===== src/rtl/mc_controller.sv =====
// Multicycle RV32I control unit (lw, sw, R/I ALU, beq, jal): Moore sequencer
// driving datapath selects and enables, plus immediate-type and ALU decode.
module mc_controller #(
  parameter bit ILLEGAL_TRAP = 1'b0
) (
  input  logic       clk,
  input  logic       rst_n,
  input  logic [6:0] op,
  input  logic [2:0] funct3,
  input  logic       funct7b5,
  input  logic       zero,
  output logic [1:0] immsrc,
  output logic [1:0] alusrca,
  output logic [1:0] alusrcb,
  output logic [1:0] resultsrc,
  output logic [2:0] alucontrol,
  output logic       adrsrc,
  output logic       irwrite,
  output logic       pcwrite,
  output logic       regwrite,
  output logic       memwrite,
  output logic       illegal,
  output logic [3:0] state_o
);

  localparam logic [6:0] OP_LW   = 7'b0000011;
  localparam logic [6:0] OP_SW   = 7'b0100011;
  localparam logic [6:0] OP_R    = 7'b0110011;
  localparam logic [6:0] OP_I    = 7'b0010011;
  localparam logic [6:0] OP_BEQ  = 7'b1100011;
  localparam logic [6:0] OP_JAL  = 7'b1101111;
  localparam logic [6:0] OP_JALR = 7'b1100111;

  typedef enum logic [3:0] {
    S_FETCH    = 4'd0,
    S_DECODE   = 4'd1,
    S_MEMADR   = 4'd2,
    S_MEMREAD  = 4'd3,
    S_MEMWB    = 4'd4,
    S_MEMWRITE = 4'd5,
    S_EXECR    = 4'd6,
    S_EXECI    = 4'd7,
    S_ALUWB    = 4'd8,
    S_BEQ      = 4'd9,
    S_JAL      = 4'd10,
    S_HALT     = 4'd11
  } state_t;

  state_t     state_q, state_d;
  logic [1:0] aluop;
  logic       pcupdate, branch;
  logic       irw, regw, memw, ill;

  always_ff @(posedge clk) begin
    if (!rst_n) state_q <= S_FETCH;
    else        state_q <= state_d;
  end

  always_comb begin
    state_d   = S_FETCH;
    alusrca   = 2'b00;
    alusrcb   = 2'b00;
    resultsrc = 2'b00;
    aluop     = 2'b00;
    adrsrc    = 1'b0;
    pcupdate  = 1'b0;
    branch    = 1'b0;
    irw       = 1'b0;
    regw      = 1'b0;
    memw      = 1'b0;
    ill       = 1'b0;
    case (state_q)
      S_FETCH: begin
        irw       = 1'b1;
        alusrcb   = 2'b10;
        resultsrc = 2'b10;
        pcupdate  = 1'b1;
        state_d   = S_DECODE;
      end
      S_DECODE: begin
        alusrca = 2'b01;
        alusrcb = 2'b01;
        case (op)
          OP_LW, OP_SW: state_d = S_MEMADR;
          OP_R:         state_d = S_EXECR;
          OP_I:         state_d = S_EXECI;
          OP_BEQ:       state_d = S_BEQ;
          OP_JAL:       state_d = S_JAL;
          default: begin
            ill     = 1'b1;
            state_d = ILLEGAL_TRAP ? S_HALT : S_FETCH;
          end
        endcase
      end
      S_MEMADR: begin
        alusrca = 2'b10;
        alusrcb = 2'b01;
        state_d = (op == OP_LW) ? S_MEMREAD : S_MEMWRITE;
      end
      S_MEMREAD: begin
        adrsrc  = 1'b1;
        state_d = S_MEMWB;
      end
      S_MEMWB: begin
        resultsrc = 2'b01;
        regw      = 1'b1;
      end
      S_MEMWRITE: begin
        adrsrc = 1'b1;
        memw   = 1'b1;
      end
      S_EXECR: begin
        alusrca = 2'b10;
        aluop   = 2'b10;
        state_d = S_ALUWB;
      end
      S_EXECI: begin
        alusrca = 2'b10;
        alusrcb = 2'b01;
        aluop   = 2'b10;
        state_d = S_ALUWB;
      end
      S_ALUWB: regw = 1'b1;
      S_BEQ: begin
        alusrca = 2'b10;
        aluop   = 2'b01;
        branch  = 1'b1;
      end
      S_JAL: begin
        alusrca  = 2'b01;
        alusrcb  = 2'b10;
        pcupdate = 1'b1;
        state_d  = S_ALUWB;
      end
      S_HALT:  state_d = S_HALT;
      default: state_d = S_FETCH;
    endcase
  end

  // Reset gates every architectural write so an aborted instruction leaves no trace.
  assign irwrite  = irw  & rst_n;
  assign regwrite = regw & rst_n;
  assign memwrite = memw & rst_n;
  assign illegal  = ill  & rst_n;
  assign pcwrite  = (pcupdate | (branch & zero)) & rst_n;
  assign state_o  = state_q;

  always_comb begin
    case (op)
      OP_LW, OP_I, OP_JALR: immsrc = 2'b00;
      OP_SW:                immsrc = 2'b01;
      OP_BEQ:               immsrc = 2'b10;
      OP_JAL:               immsrc = 2'b11;
      default:              immsrc = 2'b00;
    endcase
  end

  // op[5] separates R-type sub from I-type addi, which has no sub form.
  always_comb begin
    alucontrol = 3'b000;
    case (aluop)
      2'b01: alucontrol = 3'b001;
      2'b10: begin
        case (funct3)
          3'b000:  alucontrol = (funct7b5 & op[5]) ? 3'b001 : 3'b000;
          3'b010:  alucontrol = 3'b101;
          3'b110:  alucontrol = 3'b011;
          3'b111:  alucontrol = 3'b010;
          default: alucontrol = 3'b000;
        endcase
      end
      default: alucontrol = 3'b000;
    endcase
  end

endmodule

===== config.mk =====
export PLATFORM = sky130hd
export DESIGN_NAME = mc_controller
export DESIGN_NICKNAME = d
export VERILOG_FILES = /design/src/rtl/mc_controller.sv
export SDC_FILE = /design/constraint.sdc
export NUM_CORES = 1
export LEC_CHECK = 0
export BUFFER_PORTS_ARGS = -buffer_cell sky130_fd_sc_hd__buf_2
export CORE_AREA = 2 2 40 42
export DETAILED_ROUTE_END_ITERATION = 7
export DIE_AREA = 0 0 42 44
export PLACE_DENSITY = 0.75
export SYNTH_ARGS = -nofsm -noshare
export SYNTH_HDL_FRONTEND = slang
export SYNTH_SLANG_ARGS = --single-unit

===== constraint.sdc =====
create_clock -name clk -period 4.88 [get_ports clk]
set_input_delay 0.488 -clock clk [delete_from_list [all_inputs] [get_ports clk]]
set_output_delay 0.488 -clock clk [all_outputs]
set_load 0.01 [all_outputs]

After elaboration in Yosys (flattened, before gate mapping). Index checks and enable logic that the tools add are counted.

Register bits after elaboration: 4. Word-level logic and storage cells: 62. Output and inout bits: 21.

Multiplexer cells: 19. Reduce and logical (&&, ||, !) cells: 12. Bitwise logic cells: 8. Eq/ne operators: 22.

Operators by type and width (number): $pmux 4 s6 (1); $pmux 4 s5 (1); $eq 4x3->1 const B (4); $eq 4x4->1 const B (4); $pmux 2 s2 (4); $eq 7x6->1 const B (2); $eq 7x7->1 const B (2); $pmux 3 s4 (1); $reduce_or 2->1 (6); $mux 1 (9); $eq 4x2->1 const B (2); $and 1x1->1 (7); $eq 7x2->1 const B (1); $eq 7x5->1 const B (1); $eq 3x3->1 const B (2); $pmux 2 s3 (1); $pmux 3 s2 (1); $reduce_or 3->1 (2); $reduce_or 6->1 (1); $eq 4x1->1 const B (1); $logic_not 4->1 (1); $reduce_or 4->1 (1); $eq 3x2->1 const B (1); $logic_not 3->1 (1); 4 further kinds (4).

Logic depth before layout (Yosys ltp).
Depth after elaboration: 5. Depth in mapped cells: 7. Gate-level depth less buffers: 6.

Worst setup path before layout. Ideal clock, no wire load.

Path kind: flip-flop to output port. Start: register state_q[1] (netlist: state_o[1]). End: output alucontrol[2]. Data arrival time: 1775 ps. Stages on the path, launching flop included: 7. Path slack: 2617 ps. Data required time: 4392 ps. Buffers on the path: 2. Cell sequence: dfxtp_1 > buf_2 > buf_1 > and2_1 > inv_1 > ha_1 > nor4_1.

Longest elaborated chain between the ends: 5. Elaborated cells between the ends (all ways): 8.

RTL lines: start: declaration (line 49) `state_t state_q, state_d;`; start signal: assignment (line 56) `else state_q <= state_d;`; $eq 4x3->1 (line 72) `case (state_q)`; $reduce_or 2->1 (no source line); $pmux 2 s2 * (line 72); $eq 2x2->1 or $eq 2x1->1 (tied branches) (line 161) `case (aluop)`; $pmux 3 s2 * (line 161); end: declaration (line 16) `output logic [2:0] alucontrol,`.

Mark *: on every way between the ends. The rest lies on a longest branch, timed or not.

Final worst setup path.
Start: register state_q[2] (netlist: state_o[2]). End: output alucontrol[2].

The elaborated chain is that of the path after synthesis.

==> impl_results.md <==
- Status: finished, final reports clean
- Avg Synthesized Cell Area: ~6.9 um^2
- TritonCTS clock tree: built
- Total Routing Usage GR: a little under a fifth
- # IOs: 35
- H-Tree Depth: 1
- P_leak: ~0.38 nW
- Drt via density: roughly 5.5
- Iteration-0 DRC Markers: 30
- Power Density: between 100 and 150 nW/um^2
- Net total in the final layout: about 140
- DR vias: around 750
- Final hold viol count: 0
- Critical Path RT: between 4 and 5 ns
- Synth-to-layout area growth: 31.6%
- Post_cts resized: 0
- Setup Total Neg Slack: 0 ns
- Clock Latency Late Sink: roughly 0.25 ns
- Drt wl/cell: between 10 and 15 um
- Hold_ws: about 0.51 ns
- Wire length on met2: roughly 780 um
- Row cnt: 14
- Cells after synthesis: 87
- Least-Margin Pin Slew: 0.676 ns
- Remaining Overflow, GRT: 0
- Maximum single-stage delay on the critical path: 0.66 ns
- Post-CTS setup buffers: 0
- Register area share after synthesis: 13.3%
- Final setup viols: 0
- Synth unique cells: 33
- Share of layout cells above drive strength 1: about a third
- DIE AREA: between 1500 and 2000 um^2
- Wl on met1: approximately 700 um
- Crit path max-delay cell type: dfxtp_1
- Cell Area, Synth: around 600 um^2
- TritonCTS Sinks: 4
- Setup CP Type: reg2out
- Peak supply drop: about 0.00007 V
- Fin crit period: roughly 2.5 ns
- WL met3: 116 um
- Critical Path Fanout Max: 17
- Number of flip-flops under the largest register name: 4
- CTS Hold Bufs: 0
- Vias in the first global route: approximately 640
- Period utilisation layout: a little over 50%
- Total wire length: 1.64 mm
- Seq cells post-synth: 4
- Final setup skew: between 0.004 and 0.005 ns
- Initial antenna violation count: 0
- DRC errors left: 0
- Antenna-violating nets left: 0
- First-pass GRT wire length: approximately 2.7 mm
- Slew margin rel.: a little over half
- Clock root cell: clkbuf_4
- F_max: between 0.3 and 0.4 GHz
- Crit-path cells: nor2b_1, and2_1, inv_1, ha_1, nor4_1, buf_2
- Final GP Congestion: 0.774
- HPWL Detailed: between 1 and 1.5 mm
- RSZ-0062 raised after global routing: no
- Chip height: about 44 um
- Post-layout util: around 56%
- YS warnings: 0
- Maxcap violations: 0
- Worst-path clk slew: 0.04 ns
- Largest net degree at the start of global routing: 22
- IO buf count: 34
- Startpoint Class: flop
- Syn Nets: 103
- Hold crit path type: in2reg
- CP endpoint kind: output pin
- Critical Path AT: a little over 2 ns
- Max Root-Sink Buffers: 2
- Top Metal Used: met4
- Die Width: about 42 um
- Core area: 1420 um^2
- Max Slew Vio Count: 0
- Initial Util: a little over two fifths
- Antenna Cells: 0
- CTS Buf Count: 3
- Router iterations before antenna repair: 4
[layer usage]
metal	up-vias	global-route usage, %
met5	-	0
met1	335	23.3
met2	31	28.4
li1	378	-
met4	0	13.5
met3	4	4.17
[final timing paths]
kind               from             to  slack [ns]  cells after the start
min               rst_n     state_o[1]        0.51                      2
max          state_o[2]  alucontrol[2]        2.36                      6
min reg2reg  state_o[0]     state_o[2]        0.79                      2
max reg2reg  state_o[0]     state_o[1]        3.41                      3
[per-stage QoR]
step | total power, mW | instances | setup WS [ns] | cell area, um^2
after floorplan | 0.0544 | 87 | 2.62 | 602
after global placement | 0.0700 | 132 | 2.67 | 769
after detailed placement | 0.0707 | 132 | 2.62 | 769
after CTS | 0.116 | 135 | 2.35 | 792
after global routing | 0.120 | 135 | 2.19 | 792
final | 0.114 | 135 | 2.36 | 792
[worst max-delay path: cells and delay by family, from the launching register on]
family / cells / cell delay (ns)
fa+ha+maj: 1 / 0.28
flops: 1 / 0.66
simple gates: 3 / 0.63
buf+inv: 2 / 0.22
[power breakdown]
group	switching (mW)	internal, mW	leakage (nW)	total (mW)
registers	0.00351	0.0337	0.0326	0.0372
logic	0.0177	0.0155	0.337	0.0332
clock network	0.0156	0.0276	0.0138	0.0432
total	0.0368	0.0768	0.383	0.114
[cells in the mapped netlist (all sizes together)]
master	n	share of area, %
nor2	10	6.2
inv	7	4.4
a21oi	6	5.0
nand2	5	3.1
o21ai	5	4.2
buf	4	3.1
dfxtp	4	13
nand2b	4	4.2
nor2b	4	4.2
nor3	4	3.3
nor4	4	5.2
and2	3	3.1
a2111oi	2	2.9
a211oi	2	2.5
a31oi	2	2.1
ha	2	4.2
nor4b	2	2.9
or3	2	2.1
xnor2	2	2.9
xor2	2	2.9
a311oi	1	1.5
a31o	1	1.5
and4b	1	1.7
clkbuf	1	0.62
nand3	1	0.83
nand3b	1	1.2
nand4bb	1	4.6
nor3b	1	1.2
nor4bb	1	1.7
o211a	1	1.7
or4	1	1.9
[placed cells by master, fill, tap and decap left out, drive strengths merged]
master,Yosys,routed
a2111oi,2,2
a211oi,2,2
a21oi,6,6
a311oi,1,1
a31o,1,1
a31oi,2,2
and2,3,3
and4b,1,1
buf,4,34
clkbuf,1,3
dfxtp,4,4
ha,2,2
inv,7,7
nand2,5,5
nand2b,4,4
nand3,1,1
nand3b,1,1
nand4bb,1,1
nor2,10,10
nor2b,4,4
nor3,4,4
nor3b,1,1
nor4,4,4
nor4b,2,2
nor4bb,1,1
o211a,1,1
o21ai,5,5
or3,2,2
or4,1,1
xnor2,2,2
xor2,2,2
[final cells by class]
cell class                      instances  area (um^2)
Fill cell                             145          627
Clock buffer                            3         22.5
Inverter                                7         26.3
Timing Repair Buffer                   34          170
Sequential cell                         4         80.1
Multi-Input combinational cell         71          473
Tap cell                               16         20.0
[cell families after synthesis]
| logic type | after synthesis | synth area share [%] |
|---|---|---|
| buffers and inverters | 12 | 8.11 |
| adders and majority gates | 2 | 4.16 |
| DFF | 4 | 13.3 |
| and+or+nand+nor | 45 | 47.4 |
| xor gates and xnor gates | 4 | 5.82 |
| AOI/OAI and AO/OA | 20 | 21.2 |
Power figures use the tool's default switching activity.
